$ cat src/rtl/display_scan_ctrl.sv
// Scan controller for a 4-digit 7-segment display: digit select, active-low anodes, frame pulse.
// Optional anode blanking after each digit switch is built when DEAD_TIME_EN is defined.
module display_scan_ctrl #(
  parameter int unsigned CLK_HZ      = 100_000_000,
  parameter int unsigned REFRESH_HZ  = 1_000,
  parameter int unsigned DEAD_CYCLES = 16
) (
  input  logic       CLK,
  input  logic       RST,
  input  logic       EN,
  input  logic [3:0] DIGIT_MASK,
  output logic [1:0] SEL,
  output logic [3:0] AN,
  output logic       FRAME_START
);

  localparam int unsigned TICK_DIV = CLK_HZ / REFRESH_HZ;
  localparam int unsigned PRE_W    = (TICK_DIV > 1) ? $clog2(TICK_DIV) : 1;
  localparam logic [PRE_W-1:0] PRE_LAST = PRE_W'(TICK_DIV - 1);

  if (TICK_DIV < 2 || DEAD_CYCLES >= TICK_DIV) begin : g_cfg_err
    $error("display_scan_ctrl: need TICK_DIV >= 2 and DEAD_CYCLES < TICK_DIV");
  end

  logic [PRE_W-1:0] pre;
  logic [PRE_W-1:0] pre_next;
  logic [1:0]       sel_next;
  logic [3:0]       an_next;
  logic             fs_next;
  logic             tick;

`ifdef DEAD_TIME_EN
  localparam logic [PRE_W-1:0] DEAD_LEN = PRE_W'(DEAD_CYCLES);
`endif

  always_comb begin
    tick     = EN && (pre == PRE_LAST);
    pre_next = pre;
    if (EN) begin
      pre_next = tick ? '0 : pre + PRE_W'(1);
    end
    sel_next = tick ? SEL + 2'd1 : SEL;
    // Anodes are decoded from next-state values so they switch in the same cycle as SEL.
    an_next  = EN ? ~((4'b0001 << sel_next) & DIGIT_MASK) : '1;
`ifdef DEAD_TIME_EN
    if (pre_next < DEAD_LEN) begin
      an_next = '1;
    end
`endif
    fs_next  = tick && (SEL == 2'd3);
  end

  always_ff @(posedge CLK) begin
    if (RST) begin
      pre         <= '0;
      SEL         <= '0;
      AN          <= '1;
      FRAME_START <= 1'b0;
    end else begin
      pre         <= pre_next;
      SEL         <= sel_next;
      AN          <= an_next;
      FRAME_START <= fs_next;
    end
  end

endmodule

$ cat config.mk
export PLATFORM = sky130hd
export DESIGN_NAME = display_scan_ctrl
export DESIGN_NICKNAME = d
export VERILOG_FILES = /design/src/rtl/display_scan_ctrl.sv
export SDC_FILE = /design/constraint.sdc
export NUM_CORES = 1
export LEC_CHECK = 0
export BUFFER_PORTS_ARGS = -buffer_cell sky130_fd_sc_hd__buf_2
export CAP_MARGIN = 10
export CORE_MARGIN = 5
export CORE_UTILIZATION = 25
export CTS_BUF_LIST = sky130_fd_sc_hd__clkbuf_16
export CTS_CLUSTER_DIAMETER = 50
export DETAILED_ROUTE_END_ITERATION = 6
export PLACE_DENSITY_LB_ADDON = 0.05
export SETUP_SLACK_MARGIN = 0.4
export SYNTH_ARGS = -nofsm -noshare
export SYNTH_HDL_FRONTEND = slang
export SYNTH_SLANG_ARGS = --single-unit
$ cat constraint.sdc
create_clock -name CLK -period 4.6 [get_ports CLK]
set_clock_uncertainty 0.05 [all_clocks]
set_input_delay 0.46 -clock CLK [delete_from_list [all_inputs] [get_ports CLK]]
set_output_delay 0.46 -clock CLK [all_outputs]
set_load 0.02 [all_outputs]
==> results of run 1 <==
power by group through the flow:
stage	logic, uW	clock network (uW)	registers (uW)
global placement	15.1	0	216
detailed placement	15.1	0	216
CTS	15.2	257	211
global route	16.8	266	211
finish	15.0	250	211
floorplan	9.37	0	216
flip-flops by register name (all words and copies together), names as in the netlist:
name / flops
pre: 17
AN: 4
FRAME_START: 1
SEL: 2
critical path, stage by stage (launching register included):
cell,delay [ns]
dfxtp_1,0.38
ha_1,0.23
nand4_1,0.28
o41ai_2,0.75
buf_4,0.29
nor2_1,0.06
cell type report:
cell class                 count  area, sq um
fill                         496         3230
multi-input combinational     97          657
sequential                    24          480
clock buffer                   3         75.1
timing repair buffer          14         72.6
tap                           54         67.6
clock inverter                 1         30.0
inverter                       4         15.0
metrics by stage:
step / instance area [sq um] / cells
2_1_floorplan: 1170 / 130
3_3_place_gp: 1290 / 193
3_5_place_dp: 1290 / 193
4_1_cts: 1400 / 197
5_1_grt: 1400 / 197
6_report: 1400 / 197
logic make-up (layout without fill, tap and decap cells):
kind of cell | after synthesis | count (layout) | share of synthesized area
adders and majority gates | 2 | 2 | 0.0213
buffers and inverters | 9 | 22 | 0.0319
muxes | 6 | 6 | 0.0543
and+or+nand+nor | 69 | 69 | 0.344
AOI/OAI and AO/OA | 7 | 7 | 0.0426
xor gates and xnor gates | 13 | 13 | 0.0969
DFF | 24 | 24 | 0.409
cells in the final DEF, fill, tap and decap left out, drive strengths merged, types with 3 or more instances in the layout:
master  Yosys  routed
dfxtp      24      24
nor2       16      16
buf         2      14
nand4      10      10
xnor2      10      10
nand2      10      10
nor4        7       7
nor3        6       6
nand3       5       5
inv         4       4
nor3b       4       4
nor2b       3       3
xor2        3       3
mux2        3       3
mux2i       3       3
clkbuf      3       3
routing by layer:
layer / vias to the layer above / global-route usage / share of wire
met2: 12 / 0.136 / 0.45
met3: 5 / 0.0241 / 0.025
li1: 492 / - / -
met4: 0 / 0.0315 / 0.013
met1: 435 / 0.132 / 0.52
met5: - / 0 / 0
how the worst max path moves through the flow:
stage	startpoint	to
after floorplan	EN	AN[2]
after global placement	EN	pre[12]
after detailed placement	EN	pre[12]
after CTS	pre[0]	pre[12]
after global routing	pre[0]	pre[12]
final	pre[0]	pre[12]
==> flow_summary.yaml, run 1 <==
hold_path:
  hp-class: "input pin to flop"
  whs_path_depth: 2
  hold-path-endpoint: "pre[2]"
  holdCritStartpoint: "RST"
critical_path:
  rr_startpoint: "pre[0]"
  startpoint_type: "flop"
  reg2reg_to: "pre[12]"
  worstRegToRegCells: 5
  cp.required_ns: 4.70
  reg2reg_slack_ns: 2.45
  path_max_fanout: 8
  crit_arrival_ns: 2.25
  endpoint_kind: "flop"
  worst-setup-path-type: "flop to flop"
cts:
  cts_setup_buffers: 0
  clk_path_buf_depth: 2
  ctsHoldBuffers: 0
  cts_resized: 0
  htreeDepth: 1
  cts_tree: "built"
  clockRootBuffer: "clkbuf_16"
  cts_buffers: 3
  cts.clk_slew.worst_paths_ns: 0.07
  cts_sinks: 24
  clock_latency_ns: 0.26
timing:
  finalHoldViolCount: 0
  fmax_mhz: 466
  setup_ws_ns: 2.45
  slew_headroom: 0.529
  drv_slew: 0
  worstMarginPinSlew_ns: 0.698
  finalCritPeriodShare: 0.467
  setup_viol_count_final: 0
  finalSetupTns_ns: 0
  rsz0062_at_grt: "no"
  period_needed_ns: 2.15
  whs_ns: 0.421
grt:
  globalRouteOverflowTotal: 0
  grtUsageTotal: 0.0932
  grt_max_degree: 15
  grt_pass1_wl_um: 4610
  first_global_vias: 902
  antenna_found_initial: 0
yosys:
  synth_top_cell_by_area: "dfxtp_1"
  synthTopCellsByCount: "dfxtp_1, nor2_1, nand4_1, xnor2_1, nand2_1"
  netlist_area_sq_um: 1170
  synth_top_cells_by_area: "dfxtp_1, xnor2_1, nand4_1"
  synth-edff-count: 0
  synth_flop_cell: "dfxtp_1"
  syn_inst: 130
  yosys_warnings: 0
  synth.distinct_cells: 31
  netlist.area_leader.share: 0.409
  yosysMostFrequentCell: "dfxtp_1"
  syn-num-nets: 139
  postSynth.asyncResetShare: 0
  syn_avg_cell_area_sq_um: 9.04
  synth_seq_cells: 24
  yosysSeqAreaShare: 0.409
layout:
  diodes: 0
  final_util: 0.302
  drive_gt1_frac: 0.182
  syn_to_final_growth_pct: 19.0
  nets: 153
floorplanning:
  rows: 25
  die_w_um: 78.6
  die_h_um: 78.6
  start_util: 0.254
  coreArea_sq_um: 4630
  die-area_sq_um: 6170
  ioPinCount: 14
routing:
  drc_errors: 0
  drtIter0Drc: 56
  drtPass1Iterations: 4
  via_per_inst: 4.79
  vias: 944
  wl_um: 2700
  final_antenna_net_count: 0
  wl_per_cell_um: 13.7
run_status:
  outcome: "finished clean"
power:
  pwr-share-clk: 0.525
  p_int_uw: 389
  leakagePower_uw: 0.000460
  p_seq_frac: 0.444
  p_sw_uw: 87.6
  vdd.ir_drop.worst_mv: 0.110
  p_comb_frac: 0.032
  swShare: 0.184
  total_power_uw: 476
  power_density_nw_per_um2: 341
place:
  io_buffers: 13
  pre_cts_ws_ns: 2.39
  dp_hpwl_um: 1980
  gp_congestion: 0.774
job:
  cap_violations: 0
(Power assumes the default switching activity.)
==> inputs of run 2 (changes only) <==
--- a/config.mk
+++ b/config.mk
@@ -5,6 +5,7 @@
 export SDC_FILE = /design/constraint.sdc
 export NUM_CORES = 1
 export LEC_CHECK = 0
+export ABC_AREA = 1
 export BUFFER_PORTS_ARGS = -buffer_cell sky130_fd_sc_hd__buf_2
 export CAP_MARGIN = 10
 export CORE_MARGIN = 5
==> constraint.sdc (replaced) <==
create_clock -name CLK -period 1.8 [get_ports CLK]
set_clock_uncertainty 0.05 [all_clocks]
set_input_delay 0.18 -clock CLK [delete_from_list [all_inputs] [get_ports CLK]]
set_output_delay 0.18 -clock CLK [all_outputs]
set_load 0.02 [all_outputs]
==> flow_summary.yaml, run 2 <==
yosys:
  synth_top_cells_by_area: "dfxtp_1, nand2_1, nor2_1"
  yosys_warnings: 0
  synthMuxAreaShare: 0
  synth.distinct_cells: 26
  netlist.area_leader.share: 0.388
  syn-num-nets: 190
  postSynth.asyncResetShare: 0
  synth_seq_cells: 24
  synth_compound_area_frac: 0.0465
  synth-xor-area-share: 0.0142
  synth-edff-count: 0
  synth_top_cell_by_area: "dfxtp_1"
  yosysMostFrequentCell: "nand2_1"
  synth_top_family_by_area: "simple AND/OR/NAND/NOR gates"
  yosysSeqAreaShare: 0.388
  synthTopCellsByCount: "nand2_1, nor2_1, dfxtp_1"
  netlist_area_sq_um: 1240
  synth_flop_cell: "dfxtp_1"
  yosys.area_share.simple: 0.446
  synthAdderAreaFrac: 0.0202
  syn_avg_cell_area_sq_um: 6.84
  syn_inst: 181
critical_path:
  rr_startpoint: "pre[0]"
  endpoint_kind: "flop"
  slowest_delay_ns: 0.38
  path_cells: "ha_4, nand2_8, inv_2, nand4_1, nor2_4, nand3_1, nand2_1, nor2_1"
  crit_arrival_ns: 1.47
  startpoint_type: "flop"
  worstRegToRegCells: 8
  cp.required_ns: 1.90
  worst-setup-path-type: "flop to flop"
  critical_path_buf_inv_count: 1
  crit_slowest_cell: "dfxtp_4"
  reg2reg_slack_ns: 0.42
  crit_family: "simple AND/OR/NAND/NOR gates"
  reg2reg_to: "pre[16]"
  path_max_fanout: 5
  cp.depth: 8
timing:
  finalSetupTns_ns: 0
  fmax_mhz: 727
  rsz0062_at_grt: "yes"
  finalHoldViolCount: 0
  worstMarginPinSlew_ns: 0.263
  setup_viol_count_final: 0
  setup_ws_ns: 0.425
  slew_headroom: 0.824
  drv_slew: 0
  finalCritPeriodShare: 0.764
  period_needed_ns: 1.38
place:
  pre_cts_ws_ns: 0.206
  dp_hpwl_um: 2430
  dp.cells: 260
  io_buffers: 13
  dpl_cell_area_sq_um: 1380
  gp_congestion: 0.801
cts:
  clk_path_buf_depth: 2
  ctsHoldBuffers: 0
  htreeDepth: 1
  clock_latency_ns: 0.25
  cts_tree: "built"
  cts_sinks: 24
  cts_buffers: 3
  cts.clk_slew.worst_paths_ns: 0.06
  clockRootBuffer: "clkbuf_16"
power:
  leakagePower_uw: 0.000634
  vdd.ir_drop.worst_mv: 0.332
  total_power_uw: 1060
  power_density_nw_per_um2: 655
grt:
  globalRouteOverflowTotal: 0
  grt_max_degree: 13
  first_global_vias: 1146
  grtUsageTotal: 0.104
  grt_pass1_wl_um: 5160
  antenna_found_initial: 0
layout:
  largest_register_ffs: 17
  syn_to_final_growth_pct: 31.1
  nFillCells: 541
  nets: 211
  reg.largest.list: "pre (17), AN (4), SEL (2)"
  diodes: 0
  fin_area_sq_um: 1620
  largest_register: "pre"
  final_cell_mix: "nand2_1, nor2_1, inv_1"
  mostFrequentLayoutCell: "nand2_1"
  final_cells: 267
  regArea_sq_um: 504
  drive_gt1_frac: 0.370
  multi_input_area_sq_um: 763
floorplanning:
  coreArea_sq_um: 4750
  rows: 25
  die_h_um: 80.4
  ioPinCount: 14
  start_util: 0.260
  die-area_sq_um: 6460
  die_w_um: 80.4
routing:
  vias: 1161
  via_per_inst: 4.35
  drc_errors: 0
  drtIter0Drc: 11
  wl_um: 3100
  drtPass1Iterations: 4
  wl_per_cell_um: 11.6
  final_antenna_net_count: 0
hold_path:
  whs_path_depth: 4
  hold-path-endpoint: "AN[0]"
  holdCritStartpoint: "DIGIT_MASK[0]"
  hp-class: "input pin to flop"
run_status:
  outcome: "finished clean"
job:
  cap_violations: 0
run 2: changes by cell type after synthesis, sizes merged, moves of 3 or more:
cell,delta
nor4,-7
nand4,-4
nor2,+25
nor2b,-3
nand2,+33
mux2i,-3
inv,+23
xnor2,-9
mux2,-3
a21oi,+4
nand3,+7
run 2: per-stage QoR:
stage,hold slack [ns],utilization
floorplan,0.269,-
global placement,0.381,0.291
detailed placement,0.388,0.291
CTS,0.123,0.319
global route,0.139,0.341
finish,0.129,0.341
run 2: timing repair:
item,in CTS,in global routing
gates resized for setup,20,28
cloned,0,0
setup buffers,0,4
setup endpoints to repair,21,14
pin swaps,2,12
run 2: layout make-up:
cell class,count,area share
Timing Repair Buffer,17,0.0586
Inverter,27,0.0625
Clock buffer,3,0.0463
Sequential cell,24,0.311
Tap cell,67,0.0517
Multi-Input combinational cell,129,0.470
run 2: power by group:
part / total (uW) / internal (uW) / leakage, uW / switching (uW)
sequential: 540 / 533 / 0.000200 / 6.79
combinational: 46.8 / 17.9 / 0.000396 / 28.9
clock: 476 / 294 / 0.0000370 / 182
total: 1060 / 845 / 0.000634 / 218
run 2: routing by layer:
layer	vias to the layer above	part of all wire	global-route usage
met5	-	0	0
met3	2	0.031	0.0235
met1	543	0.46	0.121
met2	9	0.50	0.190
li1	607	-	-
met4	0	0.0061	0.0304
run 2: cells by family after synthesis:
group,count (synthesis)
buffers and inverters,28
AOI/OAI and AO/OA,11
DFF,24
xor gates and xnor gates,2
adders and majority gates,2
and+or+nand+nor,114
run 2: tightest hold or removal path, stage by stage:
cell and delay [ns]:
buf_2 0.10, inv_1 0.04, nor2_1 0.04, nand2_1 0.05
run 2: how the worst max path moves through the flow:
stage	start	end	slack, ns
floorplan	pre[0]	AN[0]	0.41
global placement	pre[0]	AN[0]	0.28
CTS	pre[11]	AN[0]	0.40
global route	pre[0]	pre[9]	0.32
finish	pre[0]	pre[16]	0.42
detailed placement	pre[0]	AN[0]	0.21
==> inputs of run 3 (changes only) <==
==> constraint.sdc (replaced) <==
create_clock -name CLK -period 1.44 [get_ports CLK]
set_clock_uncertainty 0.05 [all_clocks]
set_input_delay 0.144 -clock CLK [delete_from_list [all_inputs] [get_ports CLK]]
set_output_delay 0.144 -clock CLK [all_outputs]
set_load 0.02 [all_outputs]
==> flow_summary.yaml, run 3 (same netlist as run 2, synthesis figures left out) <==
critical_path:
  startpoint: "pre[1]"
  crit_arrival_ns: 1.46
  worstRegToRegCells: 7
  worst-setup-path-type: "flop to flop"
  endpoint_kind: "flop"
  cp-endpoint: "pre[7]"
  startpoint_type: "flop"
  reg2reg_to: "pre[7]"
  path_max_fanout: 6
  rr_startpoint: "pre[1]"
  cp.required_ns: 1.54
  reg2reg_slack_ns: 0.08
cts:
  clock_latency_ns: 0.26
  clk_path_buf_depth: 2
  htreeDepth: 1
  ctsHoldBuffers: 0
  cts_buffers: 3
  cts.clk_slew.worst_paths_ns: 0.06
  clockRootBuffer: "clkbuf_16"
  cts_tree: "built"
  cts_sinks: 24
floorplanning:
  die_w_um: 80.4
  start_util: 0.260
  coreArea_sq_um: 4750
  die_h_um: 80.4
  ioPinCount: 14
  rows: 25
  die-area_sq_um: 6460
power:
  vdd.ir_drop.worst_mv: 0.445
  swShare: 0.214
  p_sw_uw: 291
  leakagePower_uw: 0.000758
  p_seq_frac: 0.494
  p_int_uw: 1070
  p_comb_frac: 0.060
  power_density_nw_per_um2: 722
  pwr-share-clk: 0.446
place:
  dp.cells: 265
  io_buffers: 13
  dp_hpwl_um: 2440
  gp_congestion: 0.773
grt:
  globalRouteOverflowTotal: 0
  antenna_found_initial: 0
  grt_max_degree: 14
  grtUsageTotal: 0.106
  grt_pass1_wl_um: 5310
  first_global_vias: 1203
layout:
  final_cell_mix: "nand2_1, nor2_1, inv_1"
  final_cells: 282
  reg.largest.list: "pre (17), AN (4), SEL (2)"
  largest_register: "pre"
  largest_register_ffs: 17
  mostFrequentLayoutCell: "nand2_1"
  nets: 225
  diodes: 0
  syn_to_final_growth_pct: 52.7
  drive_gt1_frac: 0.512
timing:
  rsz0062_at_grt: "yes"
  finalCritPeriodShare: 0.943
  slew_headroom: 0.814
  drv_slew: 0
  worstMarginPinSlew_ns: 0.279
  finalHoldViolCount: 0
  setup_viol_count_final: 0
  period_needed_ns: 1.36
  fmax_mhz: 737
  whs_ns: 0.0857
job:
  cap_violations: 0
routing:
  via_per_inst: 4.22
  drtPass1Iterations: 4
  vias: 1190
  final_antenna_net_count: 0
  wl_per_cell_um: 11.5
  drtIter0Drc: 28
  drc_errors: 0
  wl_um: 3250
run_status:
  outcome: "finished clean"
hold_path:
  hp-class: "input pin to flop"
run 3: power by group through the flow:
| stage | Clock, uW | Combinational (uW) | Sequential [uW] |
|---|---|---|---|
| 2_1_floorplan | 0 | 31.6 | 693 |
| 3_3_place_gp | 0 | 55.1 | 693 |
| 3_5_place_dp | 0 | 54.8 | 693 |
| 4_1_cts | 638 | 64.2 | 676 |
| 5_1_grt | 667 | 92.5 | 674 |
| 6_report | 609 | 81.7 | 674 |
run 3: critical path, stage by stage, from the launching register on:
cell	delay, ns
dfxtp_4	0.37
ha_4	0.16
nand2_8	0.07
nor2_4	0.16
nand3_4	0.12
nand2_8	0.14
inv_8	0.05
and3_1	0.13
run 3: worst min-delay path by stage:
stage / from / endpoint / slack, ns / depth (start not counted)
global placement: DIGIT_MASK[0] / AN[0] / 0.35 / 4
floorplan: DIGIT_MASK[0] / AN[0] / 0.23 / 3
CTS: DIGIT_MASK[0] / AN[0] / 0.07 / 4
detailed placement: DIGIT_MASK[0] / AN[0] / 0.34 / 4
finish: DIGIT_MASK[0] / AN[0] / 0.09 / 4
global route: DIGIT_MASK[0] / AN[0] / 0.09 / 4
run 3: area by class of cell:
cell class / instances / area [sq um]
repair buffers: 31 / 224
fillers: 513 / 2870
multi-input cells: 129 / 883
flip-flops and latches: 24 / 510
well taps: 67 / 83.8
clock inverters: 1 / 3.75
clock buffers: 3 / 75.1
inverters: 27 / 109
run 3: through the flow:
| step | TNS (ns) | setup slack, ns | area (sq um) | util | power, uW |
|---|---|---|---|---|---|
| after floorplan | 0 | 0.208 | 1310 | - | 725 |
| after global placement | 0 | 0.00426 | 1490 | 0.314 | 748 |
| after detailed placement | 0 | 0.0473 | 1490 | 0.314 | 748 |
| after CTS | 0 | 0.101 | 1690 | 0.356 | 1380 |
| after global routing | -0.0437 | -0.0314 | 1890 | 0.397 | 1430 |
| final | 0 | 0.0825 | 1890 | 0.397 | 1360 |
run 3: what timing repair did:
item                                    CTS  global route
endpoints found under the setup margin   23            24
pin swaps                                 9            20
resized for setup                        21            44
hold endpoints to repair                  0             0
buffers inserted                          7             6
run 3: layer usage:
metal	up-vias	track usage	wire, um
met5	-	0	0
met4	0	0.0372	39
met3	4	0.0303	90
met2	13	0.184	1610
met1	528	0.125	1510
li1	645	-	-
